File: src/rtl/lcd_pkg.sv
// Shared types and constants for the LCD serializer arbiter.
package lcd_pkg;

  localparam logic LCD_CMD  = 1'b0;
  localparam logic LCD_DATA = 1'b1;

  typedef logic [7:0] lcd_byte_t;

  typedef enum logic [1:0] {
    ARB_IDLE  = 2'd0,
    ARB_XFER  = 2'd1,
    ARB_DRAIN = 2'd2
  } arb_state_t;

endpackage

File: src/rtl/lcd_rr_pick.sv
// Combinational round-robin picker: first set request at or after ptr, wrapping.
module lcd_rr_pick #(
  parameter int N_REQ = 3,
  parameter int PTR_W = 2
) (
  input  logic [N_REQ-1:0] req,
  input  logic [PTR_W-1:0] ptr,
  output logic [N_REQ-1:0] onehot,
  output logic [PTR_W-1:0] idx,
  output logic             valid
);

  // scan from the pointer position, first hit wins
  always_comb begin
    logic [PTR_W-1:0] j;
    onehot = '0;
    idx    = '0;
    valid  = 1'b0;
    j      = '0;
    for (int k = 0; k < N_REQ; k++) begin
      j = PTR_W'((int'(ptr) + k) % N_REQ);
      if (!valid && req[j]) begin
        valid     = 1'b1;
        onehot[j] = 1'b1;
        idx       = j;
      end
    end
  end

endmodule

File: src/rtl/lcd_spi_arbiter.sv
// Burst-granular round-robin arbiter in front of the single LCD byte serializer.
// A requester keeps the grant until its req_last byte is accepted; a one-entry
// holding register feeds the serializer at up to one byte per cycle.
// Optional stall timeout: define LCD_ARB_TIMEOUT_EN to abort a burst whose owner
// stops presenting bytes for TIMEOUT_CYC cycles.
//
// state | meaning
// IDLE  | no owner, arbitrate among req
// XFER  | owner granted, bytes flow through holding register
// DRAIN | grant released, waiting for the held byte to reach the serializer
module lcd_spi_arbiter
  import lcd_pkg::*;
#(
  parameter int N_REQ       = 3,
  parameter int TIMEOUT_CYC = 4096
) (
  input  logic               clk,
  input  logic               rst_n,
  input  logic [N_REQ-1:0]   req,
  input  logic [8*N_REQ-1:0] req_byte,
  input  logic [N_REQ-1:0]   req_dc,
  input  logic [N_REQ-1:0]   req_last,
  output logic [N_REQ-1:0]   req_ready,
  output logic [N_REQ-1:0]   gnt,
  output logic               ser_valid,
  output logic [7:0]         ser_byte,
  output logic               ser_dc,
  input  logic               ser_ready,
  output logic               arb_busy,
  output logic               timeout_evt
);

  localparam int PTR_W = (N_REQ > 1) ? $clog2(N_REQ) : 1;

  arb_state_t       state_q, state_d;
  logic [N_REQ-1:0] gnt_q, gnt_d;
  logic [PTR_W-1:0] owner_q, owner_d;
  logic [PTR_W-1:0] ptr_q, ptr_d;
  logic             hold_vld_q, hold_vld_d;
  lcd_byte_t        hold_byte_q, hold_byte_d;
  logic             hold_dc_q, hold_dc_d;

`ifdef LCD_ARB_TIMEOUT_EN
  localparam int CNT_W = (TIMEOUT_CYC > 2) ? $clog2(TIMEOUT_CYC) : 1;
  logic [CNT_W-1:0] stall_q, stall_d;
  logic             tout_q, tout_d;
`endif

  logic [N_REQ-1:0] pick_onehot;
  logic [PTR_W-1:0] pick_idx;
  logic             pick_valid;
  logic             can_load;
  logic             accept;
  logic [PTR_W-1:0] ptr_after_owner;

  lcd_rr_pick #(
    .N_REQ (N_REQ),
    .PTR_W (PTR_W)
  ) u_pick (
    .req    (req),
    .ptr    (ptr_q),
    .onehot (pick_onehot),
    .idx    (pick_idx),
    .valid  (pick_valid)
  );

  // holding register can take a byte when empty or when it drains this same cycle
  assign can_load        = !hold_vld_q || ser_ready;
  assign req_ready       = gnt_q & req & {N_REQ{can_load}};
  assign accept          = |req_ready;
  assign ptr_after_owner = (owner_q == PTR_W'(N_REQ - 1)) ? '0 : owner_q + 1'b1;

  assign gnt       = gnt_q;
  assign ser_valid = hold_vld_q;
  assign ser_byte  = hold_byte_q;
  assign ser_dc    = hold_dc_q;
  assign arb_busy  = (state_q != ARB_IDLE) || hold_vld_q;
`ifdef LCD_ARB_TIMEOUT_EN
  assign timeout_evt = tout_q;
`else
  assign timeout_evt = 1'b0;
`endif

  // next-state, grant, pointer and holding-register logic
  always_comb begin
    state_d     = state_q;
    gnt_d       = gnt_q;
    owner_d     = owner_q;
    ptr_d       = ptr_q;
    hold_vld_d  = hold_vld_q;
    hold_byte_d = hold_byte_q;
    hold_dc_d   = hold_dc_q;
`ifdef LCD_ARB_TIMEOUT_EN
    stall_d = stall_q;
    tout_d  = 1'b0;
`endif

    if (accept) begin
      hold_vld_d  = 1'b1;
      hold_byte_d = req_byte[{owner_q, 3'b000} +: 8];
      hold_dc_d   = req_dc[owner_q];
    end else if (ser_ready) begin
      hold_vld_d = 1'b0;
    end

    case (state_q)
      ARB_IDLE: begin
        if (pick_valid) begin
          gnt_d   = pick_onehot;
          owner_d = pick_idx;
          state_d = ARB_XFER;
`ifdef LCD_ARB_TIMEOUT_EN
          stall_d = '0;
`endif
        end
      end
      ARB_XFER: begin
        if (accept) begin
`ifdef LCD_ARB_TIMEOUT_EN
          stall_d = '0;
`endif
          if (req_last[owner_q]) begin
            gnt_d   = '0;
            ptr_d   = ptr_after_owner;
            state_d = ARB_DRAIN;
          end
        end
`ifdef LCD_ARB_TIMEOUT_EN
        else if (stall_q == CNT_W'(TIMEOUT_CYC - 1)) begin
          gnt_d   = '0;
          ptr_d   = ptr_after_owner;
          tout_d  = 1'b1;
          stall_d = '0;
          state_d = ARB_DRAIN;
        end else begin
          stall_d = stall_q + 1'b1;
        end
`endif
      end
      ARB_DRAIN: begin
        if (!hold_vld_q) state_d = ARB_IDLE;
      end
      default: begin
        state_d = ARB_IDLE;
        gnt_d   = '0;
      end
    endcase
  end

  // state register with synchronous active-low reset; a held byte is discarded
  always_ff @(posedge clk) begin
    if (!rst_n) begin
      state_q     <= ARB_IDLE;
      gnt_q       <= '0;
      owner_q     <= '0;
      ptr_q       <= '0;
      hold_vld_q  <= 1'b0;
      hold_byte_q <= '0;
      hold_dc_q   <= LCD_CMD;
`ifdef LCD_ARB_TIMEOUT_EN
      stall_q     <= '0;
      tout_q      <= 1'b0;
`endif
    end else begin
      state_q     <= state_d;
      gnt_q       <= gnt_d;
      owner_q     <= owner_d;
      ptr_q       <= ptr_d;
      hold_vld_q  <= hold_vld_d;
      hold_byte_q <= hold_byte_d;
      hold_dc_q   <= hold_dc_d;
`ifdef LCD_ARB_TIMEOUT_EN
      stall_q     <= stall_d;
      tout_q      <= tout_d;
`endif
    end
  end

endmodule
File: config.mk
export PLATFORM = sky130hd
export DESIGN_NAME = lcd_spi_arbiter
export DESIGN_NICKNAME = d
export VERILOG_FILES = /design/src/rtl/lcd_pkg.sv /design/src/rtl/lcd_rr_pick.sv /design/src/rtl/lcd_spi_arbiter.sv
export SDC_FILE = /design/constraint.sdc
export NUM_CORES = 1
export LEC_CHECK = 0
export CAP_MARGIN = 15
export CORE_ASPECT_RATIO = 1.4
export CORE_UTILIZATION = 47
export CTS_CLUSTER_DIAMETER = 150
export DETAILED_ROUTE_END_ITERATION = 12
export PLACE_DENSITY = 0.89
export REMOVE_ABC_BUFFERS = 1
export SKIP_CTS_REPAIR_TIMING = 1
export SYNTH_ARGS = -nofsm -noshare
export SYNTH_HDL_FRONTEND = slang
export SYNTH_SLANG_ARGS = --single-unit
File: constraint.sdc
create_clock -name clk -period 4.22 [get_ports clk]
set_input_delay 1.055 -clock clk [delete_from_list [all_inputs] [get_ports clk]]
set_output_delay 1.055 -clock clk [all_outputs]
set_load 0.02 [all_outputs]
==> results of run 1 <==
[where the power goes]
| part | switching (mW) | total (mW) | internal [mW] | leakage [nW] |
|---|---|---|---|---|
| sequential | 0.0193 | 0.215 | 0.196 | 0.156 |
| combinational | 0.0833 | 0.178 | 0.0947 | 0.592 |
| clock | 0.0542 | 0.121 | 0.0669 | 0.0228 |
| total | 0.157 | 0.514 | 0.358 | 0.770 |
[cells by family after synthesis]
kind of cell,Yosys count,synth area share (%)
muxes,14,10.1
and+or+nand+nor,57,22.3
adders and majority gates,4,3.52
DFF,19,26.7
buffers and inverters,20,7.65
other,1,0.264
AOI/OAI and AO/OA,52,29.5
[worst max-delay path: cells and delay by family]
kind | cells | cell delay (ns)
buf+inv | 2 | 1.30
simple gates | 1 | 0.21
[metal layers]
metal	routed length, µm	share of wire, %	vias up
li1	-	-	701
met1	1430	41	675
met2	1910	54	50
met3	170	4.8	2
met4	15	0.42	0
met5	0	0	-
[through the flow]
step / power, mW / hold WS, ns
detailed placement: 0.396 / 0.487
global placement: 0.390 / 0.478
global route: 0.543 / 0.516
finish: 0.514 / 0.497
floorplan: 0.307 / 0.464
CTS: 0.520 / 0.505
[cell type report]
cell class,instances,area [µm²]
flip-flops and latches,19,380
multi-input cells,128,933
inverters,4,15.0
repair buffers,53,528
fillers,237,930
well taps,37,46.3
clock buffers,4,45.0
[flip-flops by register name, summed over array words and instances, names as in the netlist]
signal and cells:
owner_q 2, ptr_q 2, state_q 2, gnt 3, ser_byte 8, ser_dc 1, ser_valid 1
[layout by cell type (no fill, tap or decap), types with 2 or more instances in the layout]
master / n
clkdlybuf4s50_1: 52
nand2_1: 22
dfxtp_1: 19
mux2i_1: 13
o211ai_1: 11
o211a_1: 9
nor2b_1: 7
o21ai_0: 6
inv_1: 4
nor2_1: 4
nand3b_1: 4
nand2b_1: 4
o22ai_1: 4
ha_1: 4
and3_1: 3
nand3_1: 3
a21oi_1: 3
clkbuf_8: 3
or3_1: 2
a21boi_0: 2
o21a_1: 2
nor3b_1: 2
a21boi_1: 2
[worst max-delay path by stage]
stage	start	end	slack, ns	depth (start not counted)
2_1_floorplan	req[2]	ptr_q[1]	1.57	5
3_3_place_gp	req[2]	req_ready[2]	0.65	3
3_5_place_dp	req[2]	req_ready[2]	0.62	3
4_1_cts	req[2]	req_ready[2]	0.62	3
5_1_grt	req[2]	req_ready[2]	0.54	3
6_report	req[2]	req_ready[2]	0.60	3
==> impl_metrics.csv, run 1 <==
group,metric,value,unit
timing,fin_crit,3.62,ns
timing,relSlewSlack,52.9,%
worst_hold_path,hp-class,"flop to flop",
yosys,synth_top_area_share,26.7,%
global_routing,grt_max_degree,22,
route,viasPerCell,5.83,
global_routing,grt-ovfl-total,0,
yosys,synth.distinct_cells,48,
cts,h-tree-depth,1,
finish,layout-drive-gt1-share,4.33,%
finish,finalInstanceArea,0.00195,mm²
cts,cts_tree,"done",
setup_path,r2r_end,"gnt[2]",
die,core_area,0.00288,mm²
yosys,avgSynthCellArea,8.52,µm²
worst_hold_path,hp-start,"ptr_q[1]",
yosys,async_flop_share,0,%
route,vias,1428,
placed_design,portBuffers,52,
setup_path,critical-path-slowest-cell,"clkdlybuf4s50_1",
global_routing,grt_pass1_wl,5930,µm
setup_path,crit_top_cell,"clkdlybuf4s50_1",
yosys,yosysTopAreaCell,"dfxtp_1",
yosys,synth.most_common_cell,"nand2_1",
worst_hold_path,hold_depth,2,
cts,cts_root_buffer,"clkbuf_8",
finish,num_antenna_cells,0,
die,die_w,48.5,µm
global_routing,grt-busiest-layer,"met2",
die,rows,23,
route,drcViolationCount,0,
finish,fin_nets,249,
finish,final_cells,245,
setup_path,start_kind,"input pin",
timing,grt_setup_unrepaired,"no",
timing,setup_viol,0,
worst_hold_path,hold_end,"ptr_q[1]",
setup_path,slowest_delay,0.70,ns
placed_design,postPlaceCellArea,0.00190,mm²
route,drtPass1Iterations,4,
timing,clock_skew,0.00189,ns
setup_path,path_cells,"clkdlybuf4s50_1 -> and3_1 -> clkdlybuf4s50_1",
setup_path,reg2reg_depth,7,
setup_path,end_kind,"output pin",
global_routing,gr-usage-met1,23.8,%
die,die_h,67.1,µm
timing,fmax,277,MHz
yosys,netlist_top_cells_count,"22 x nand2_1, 19 x dfxtp_1, 13 x mux2i_1, 11 x o211ai_1, 9 x o211a_1",
die,die_area,0.00325,mm²
yosys,synth_ff_type,"dfxtp_1",
yosys,seq_area_frac_synth,26.7,%
yosys,ys_warn_count,0,
yosys,synth_area,0.00142,mm²
global_routing,track_usage,22.9,%
job,max-cap-violations,0,
power_and_ir_drop,p_per_area,264,mW/mm²
cts,insertion_delay,0.25,ns
die,start_util,49.4,%
yosys,ys_ff_latch,19,
yosys,synthTopCellsByArea,"dfxtp_1 27%, mux2i_1 9.1%, o211a_1 6.3%",
yosys,synth_edf_count,0,
global_routing,antenna_found_initial,0,
placed_design,dp.cells,241,
setup_path,crit_required,3.16,ns
timing,setup-tns-final,0,ns
placed_design,pre_cts_slack,0.619,ns
timing,maxSlewViolCount,0,
placed_design,place_congestion,0.917,
setup_path,worstReg2RegStart,"ptr_q[0]",
placed_design,place_hpwl,2680,µm
cts,cts_inserted_buffers,3,
power_and_ir_drop,leakagePower,0.770,nW
setup_path,worstSetupPathType,"input pin to output pin",
timing,finalCritPeriodShare,85.7,%
setup_path,reg2reg_slack,1.87,ns
global_routing,use_met3,2.05,%
global_routing,use_met2,47.2,%
route,wl,3530,µm
finish,area_delta_synth_final,36.9,%
cts,clkTransAtPathRegs,0.06,ns
timing,setup_slack,0.604,ns
finish,postLayoutCoreUtil,67.7,%
cts,cts_sinks,19,
timing,max_slew.worst_pin.slew,0.705,ns
setup_path,crit_arrival,2.56,ns
route,drt_iter0_drc,20,
cts,cts_buffer_depth,2,
power_and_ir_drop,vdd_ir_drop_max,0.192,mV
route,antenna_left,0,
global_routing,grt_pass1_vias,1401,
timing,finalHoldViolations,0,
die,ios,54,
outcome,outcome,"complete, no violations",
route,routedWlPerCell,14.4,µm
yosys,synth_cells,167,
setup_path,crit_fanout,12,
No activity file was read; power rests on OpenSTA's default activity.
==> run 2, diff against run 1 <==
==> constraint.sdc (replaced) <==
create_clock -name clk -period 4.22 [get_ports clk]
set_input_delay 0.844 -clock clk [delete_from_list [all_inputs] [get_ports clk]]
set_output_delay 0.844 -clock clk [all_outputs]
set_load 0.02 [all_outputs]
==> impl_metrics.csv, run 2 (synthesized netlist as in run 1, its figures left out) <==
group,metric,value,unit
outcome,outcome,"complete, no violations",
die,die_h,67.1,µm
die,ios,54,
setup_path,crit_fanout,12,
setup_path,reg2reg_slack,1.90,ns
global_routing,track_usage,24.4,%
cts,cts_buffer_depth,2,
timing,fmax,312,MHz
setup_path,crit_cells,3,
route,wl,3660,µm
setup_path,worstReg2RegStart,"ptr_q[0]",
cts,cts_tree,"done",
route,drtPass1Iterations,4,
finish,area_delta_synth_final,36.9,%
setup_path,endpoint,"req_ready[2]",
setup_path,crit_top_cell,"clkdlybuf4s50_1",
setup_path,reg2reg_depth,7,
setup_path,crit_family,"buffers and inverters",
job,max-cap-violations,0,
route,drt_iter0_drc,27,
timing,fin_crit,3.20,ns
finish,largest_reg_flops,8,
finish,postLayoutCoreUtil,67.7,%
timing,relSlewSlack,51.4,%
setup_path,crit_arrival,2.36,ns
timing,setup-tns-final,0,ns
cts,cts_root_buffer,"clkbuf_8",
finish,layout-drive-gt1-share,4.33,%
global_routing,grt_max_degree,22,
setup_path,cp-startpoint,"req[2]",
finish,layout_commonest_cell,"clkdlybuf4s50_1",
finish,mostFrequentLayoutCells,"52 x clkdlybuf4s50_1, 22 x nand2_1, 19 x dfxtp_1",
setup_path,path_cells,"clkdlybuf4s50_1 -> and3_1 -> clkdlybuf4s50_1",
power_and_ir_drop,leakagePower,0.770,nW
timing,setup_viol,0,
timing,grt_setup_unrepaired,"no",
finish,final.fill_count,232,
timing,whs,0.502,ns
setup_path,r2r_end,"owner_q[1]",
cts,h-tree-depth,1,
timing,clock_skew,0.00300,ns
setup_path,worstSetupPathType,"input pin to output pin",
die,die_w,48.5,µm
placed_design,portBuffers,52,
timing,finalHoldViolations,0,
die,start_util,49.4,%
setup_path,start_kind,"input pin",
route,routedWlPerCell,14.9,µm
global_routing,grt_pass1_wl,6130,µm
finish,num_antenna_cells,0,
global_routing,antenna_found_initial,0,
finish,final_cells,245,
timing,max_slew.worst_pin.slew,0.727,ns
route,vias,1438,
cts,clkTransAtPathRegs,0.07,ns
route,drcViolationCount,0,
route,viasPerCell,5.87,
global_routing,grt_pass1_vias,1385,
worst_hold_path,hp-start,"ser_byte[7]",
setup_path,slowest_delay,0.70,ns
die,die_area,0.00325,mm²
placed_design,place_congestion,0.881,
timing,finalCritPeriodShare,75.8,%
global_routing,grt-ovfl-total,0,
die,rows,23,
cts,cts_sinks,19,
setup_path,crit_required,3.38,ns
cts,insertion_delay,0.26,ns
setup_path,end_kind,"output pin",
setup_path,path_buf_inv,2,
power_and_ir_drop,p_per_area,268,mW/mm²
cts,cts_inserted_buffers,3,
placed_design,place_hpwl,2750,µm
timing,maxSlewViolCount,0,
worst_hold_path,hp-class,"flop to flop",
finish,seq_area,380,µm²
route,antenna_left,0,
finish,fin_nets,249,
finish,multi_input_area,933,µm²
setup_path,critical-path-slowest-cell,"clkdlybuf4s50_1",
power_and_ir_drop,vdd_ir_drop_max,0.262,mV
die,core_area,0.00288,mm²
placed_design,dp.cells,241,
[run 2: cell counts in the layout (fill, tap and decap cells not counted)]
Identical to the previous run, type by type.
[run 2: worst register-to-register path: stages (launching register included)]
cell and delay, ns:
dfxtp_1 0.39, inv_1 0.08, ha_1 0.57, mux2i_1 0.30
o22ai_1 0.21, o31ai_4 0.39, nor2b_1 0.21, nor3b_1 0.06
[run 2: how the worst min path moves through the flow]
stage                              to  cells after the start
after floorplan              ptr_q[1]                      2
after global placement       ptr_q[0]                      2
after detailed placement       ser_dc                      1
after CTS                    ptr_q[0]                      2
after global routing         ptr_q[0]                      2
final                     ser_byte[7]                      1
[run 2: cell type report]
type | instances | area share (%)
timing repair buffer | 53 | 27.1
clock buffer | 4 | 2.31
multi-input combinational | 128 | 47.9
inverter | 4 | 0.771
sequential | 19 | 19.5
tap | 37 | 2.38
[run 2: where the power goes]
part | leakage, nW | internal (mW) | switching [mW] | total [mW]
registers | 0.156 | 0.196 | 0.0197 | 0.216
clock network | 0.0228 | 0.0673 | 0.0604 | 0.128
logic | 0.592 | 0.0948 | 0.0834 | 0.178
total | 0.770 | 0.358 | 0.164 | 0.522
[run 2: metal layers]
metal  vias up  part of all wire [%]  wire length, µm  global-route usage (%)
li1        700                     -                -                       -
met1       677                    41             1490                    26.0
met2        51                    52             1890                    46.5
met3        10                   4.8              174                    3.42
met4         0                   2.7               97                    12.5
met5         -                     0                0                       0
[run 2: stage by stage]
step	area, µm²	worst slack (ns)	total power [mW]
floorplan	1330	1.79	0.307
global placement	1900	1.08	0.390
detailed placement	1900	1.04	0.396
finish	1950	1.02	0.522
global route	1950	0.962	0.551
CTS	1950	1.04	0.526
==> run 3, diff against run 2 <==
--- a/config.mk
+++ b/config.mk
@@ -7,10 +7,10 @@
 export LEC_CHECK = 0
 export CAP_MARGIN = 15
 export CORE_ASPECT_RATIO = 1.4
-export CORE_UTILIZATION = 47
+export CORE_UTILIZATION = 40
 export CTS_CLUSTER_DIAMETER = 150
 export DETAILED_ROUTE_END_ITERATION = 12
-export PLACE_DENSITY = 0.89
+export PLACE_DENSITY = 0.81
 export REMOVE_ABC_BUFFERS = 1
 export SKIP_CTS_REPAIR_TIMING = 1
 export SYNTH_ARGS = -nofsm -noshare
==> constraint.sdc (replaced) <==
create_clock -name clk -period 2.83 [get_ports clk]
set_input_delay 0.566 -clock clk [delete_from_list [all_inputs] [get_ports clk]]
set_output_delay 0.566 -clock clk [all_outputs]
set_load 0.02 [all_outputs]
==> impl_metrics.csv, run 3 (synthesized netlist as in run 1, its figures left out) <==
group,metric,value,unit
timing,finalCritPeriodShare,87.9,%
die,start_util,42.1,%
power_and_ir_drop,p_total,780,µW
cts,insertion_delay,0.26,ns
cts,cts_root_buffer,"clkbuf_8",
setup_path,reg2reg_depth,7,
finish,area_delta_synth_final,40.4,%
setup_path,end_kind,"output pin",
timing,fmax,402,MHz
timing,grt_setup_unrepaired,"no",
finish,mostFrequentLayoutCells,"52 x clkdlybuf4s50_1, 22 x nand2_1, 19 x dfxtp_1",
timing,setup-tns-final,0,ns
timing,clock_skew,0.00334,ns
die,die_w,52.4,µm
timing,maxSlewViolCount,0,
setup_path,crit_family,"buffers and inverters",
finish,final_cells,254,
worst_hold_path,hold_depth,2,
cts,cts_sinks,19,
job,max-cap-violations,0,
timing,relSlewSlack,63.6,%
finish,fin_nets,255,
global_routing,track_usage,19.4,%
route,drtPass1Iterations,4,
route,drcViolationCount,0,
placed_design,place_hpwl,2550,µm
timing,finalHoldViolations,0,
finish,num_antenna_cells,0,
global_routing,grt_pass1_wl,5750,µm
worst_hold_path,hold_end,"gnt[1]",
setup_path,crit_top_cell,"clkdlybuf4s50_1",
finish,largest_reg_flops,8,
global_routing,grt_pass1_vias,1369,
die,die_area,0.00380,mm²
outcome,outcome,"complete, no violations",
power_and_ir_drop,vdd_ir_drop_max,0.302,mV
placed_design,place_congestion,0.838,
route,drt_iter0_drc,28,
die,core_area,0.00338,mm²
timing,whs,0.484,ns
finish,layout_commonest_cell,"clkdlybuf4s50_1",
route,antenna_left,0,
timing,setup_slack,0.342,ns
die,rows,25,
die,die_h,72.6,µm
setup_path,reg2reg_slack,0.52,ns
route,routedWlPerCell,13.3,µm
setup_path,path_cells,"clkdlybuf4s50_1 -> nor2b_1 -> inv_1 -> and3_1 -> clkdlybuf4s50_1",
finish,postLayoutCoreUtil,59.1,%
cts,cts_buffer_depth,2,
finish,layout-drive-gt1-share,7.01,%
power_and_ir_drop,leakagePower,0.800,nW
setup_path,start_kind,"input pin",
cts,h-tree-depth,1,
setup_path,path_buf_inv,3,
setup_path,critical-path-slowest-cell,"clkdlybuf4s50_1",
route,wl,3380,µm
placed_design,dp.cells,250,
worst_hold_path,hp-class,"flop to flop",
power_and_ir_drop,p_per_area,391,mW/mm²
route,vias,1431,
setup_path,crit_fanout,4,
finish,finalInstanceArea,0.00200,mm²
setup_path,crit_required,2.26,ns
setup_path,worstSetupPathType,"input pin to output pin",
setup_path,worstReg2RegStart,"ptr_q[0]",
placed_design,portBuffers,52,
setup_path,crit_arrival,1.92,ns
timing,setup_viol,0,
route,viasPerCell,5.63,
placed_design,pre_cts_slack,0.345,ns
setup_path,slowest_delay,0.59,ns
setup_path,r2r_end,"gnt[2]",
cts,cts_inserted_buffers,3,
global_routing,grt-ovfl-total,0,
cts,cts_tree,"done",
global_routing,antenna_found_initial,0,
cts,clkTransAtPathRegs,0.07,ns
placed_design,postPlaceCellArea,0.00195,mm²
worst_hold_path,hp-start,"gnt[1]",
global_routing,grt_max_degree,20,
timing,max_slew.worst_pin.slew,0.546,ns
timing,fin_crit,2.49,ns
die,ios,54,
run 3: changes by cell type in the layout (fill, tap and decap cells not counted), sizes merged:
cell  previous run  this run
buf              1         7
run 3: how the worst max path moves through the flow:
stage / start / end / slack, ns / depth (start not counted)
after CTS: ser_ready / req_ready[1] / 0.34 / 5
after detailed placement: ser_ready / req_ready[1] / 0.35 / 5
after global placement: ser_ready / req_ready[0] / 0.37 / 5
after floorplan: req[2] / ptr_q[1] / 0.67 / 5
final: ser_ready / req_ready[1] / 0.34 / 5
after global routing: ser_ready / req_ready[2] / 0.27 / 5
run 3: cell type report:
class / instances / area (µm²)
fill: 321 / 1380
multi-input combinational: 128 / 933
timing repair buffer: 59 / 573
sequential: 19 / 380
tap: 40 / 50.0
clock buffer: 4 / 45.0
inverter: 4 / 15.0
run 3: power by group:
| group | internal [mW] | switching [mW] | leakage, nW |
|---|---|---|---|
| clock | 0.100 | 0.0890 | 0.0228 |
| combinational | 0.148 | 0.129 | 0.621 |
| sequential | 0.292 | 0.0220 | 0.156 |
| total | 0.540 | 0.240 | 0.800 |
run 3: per-layer routing:
metal  wire length [µm]  vias up  GRT usage (%)
li1                   -      712              -
met1               1400      660           22.0
met2               1760       54           35.6
met3                166        5           3.77
met4                 48        0           5.26
met5                  0        -              0
run 3: worst reg2reg max path, cell delays in order, from the launching register on:
cell and delay, ns:
dfxtp_1 0.38, inv_1 0.08, ha_1 0.60, mux2i_1 0.39, o22ai_1 0.20, a311o_1 0.40
nand2_1 0.07, o22ai_1 0.07
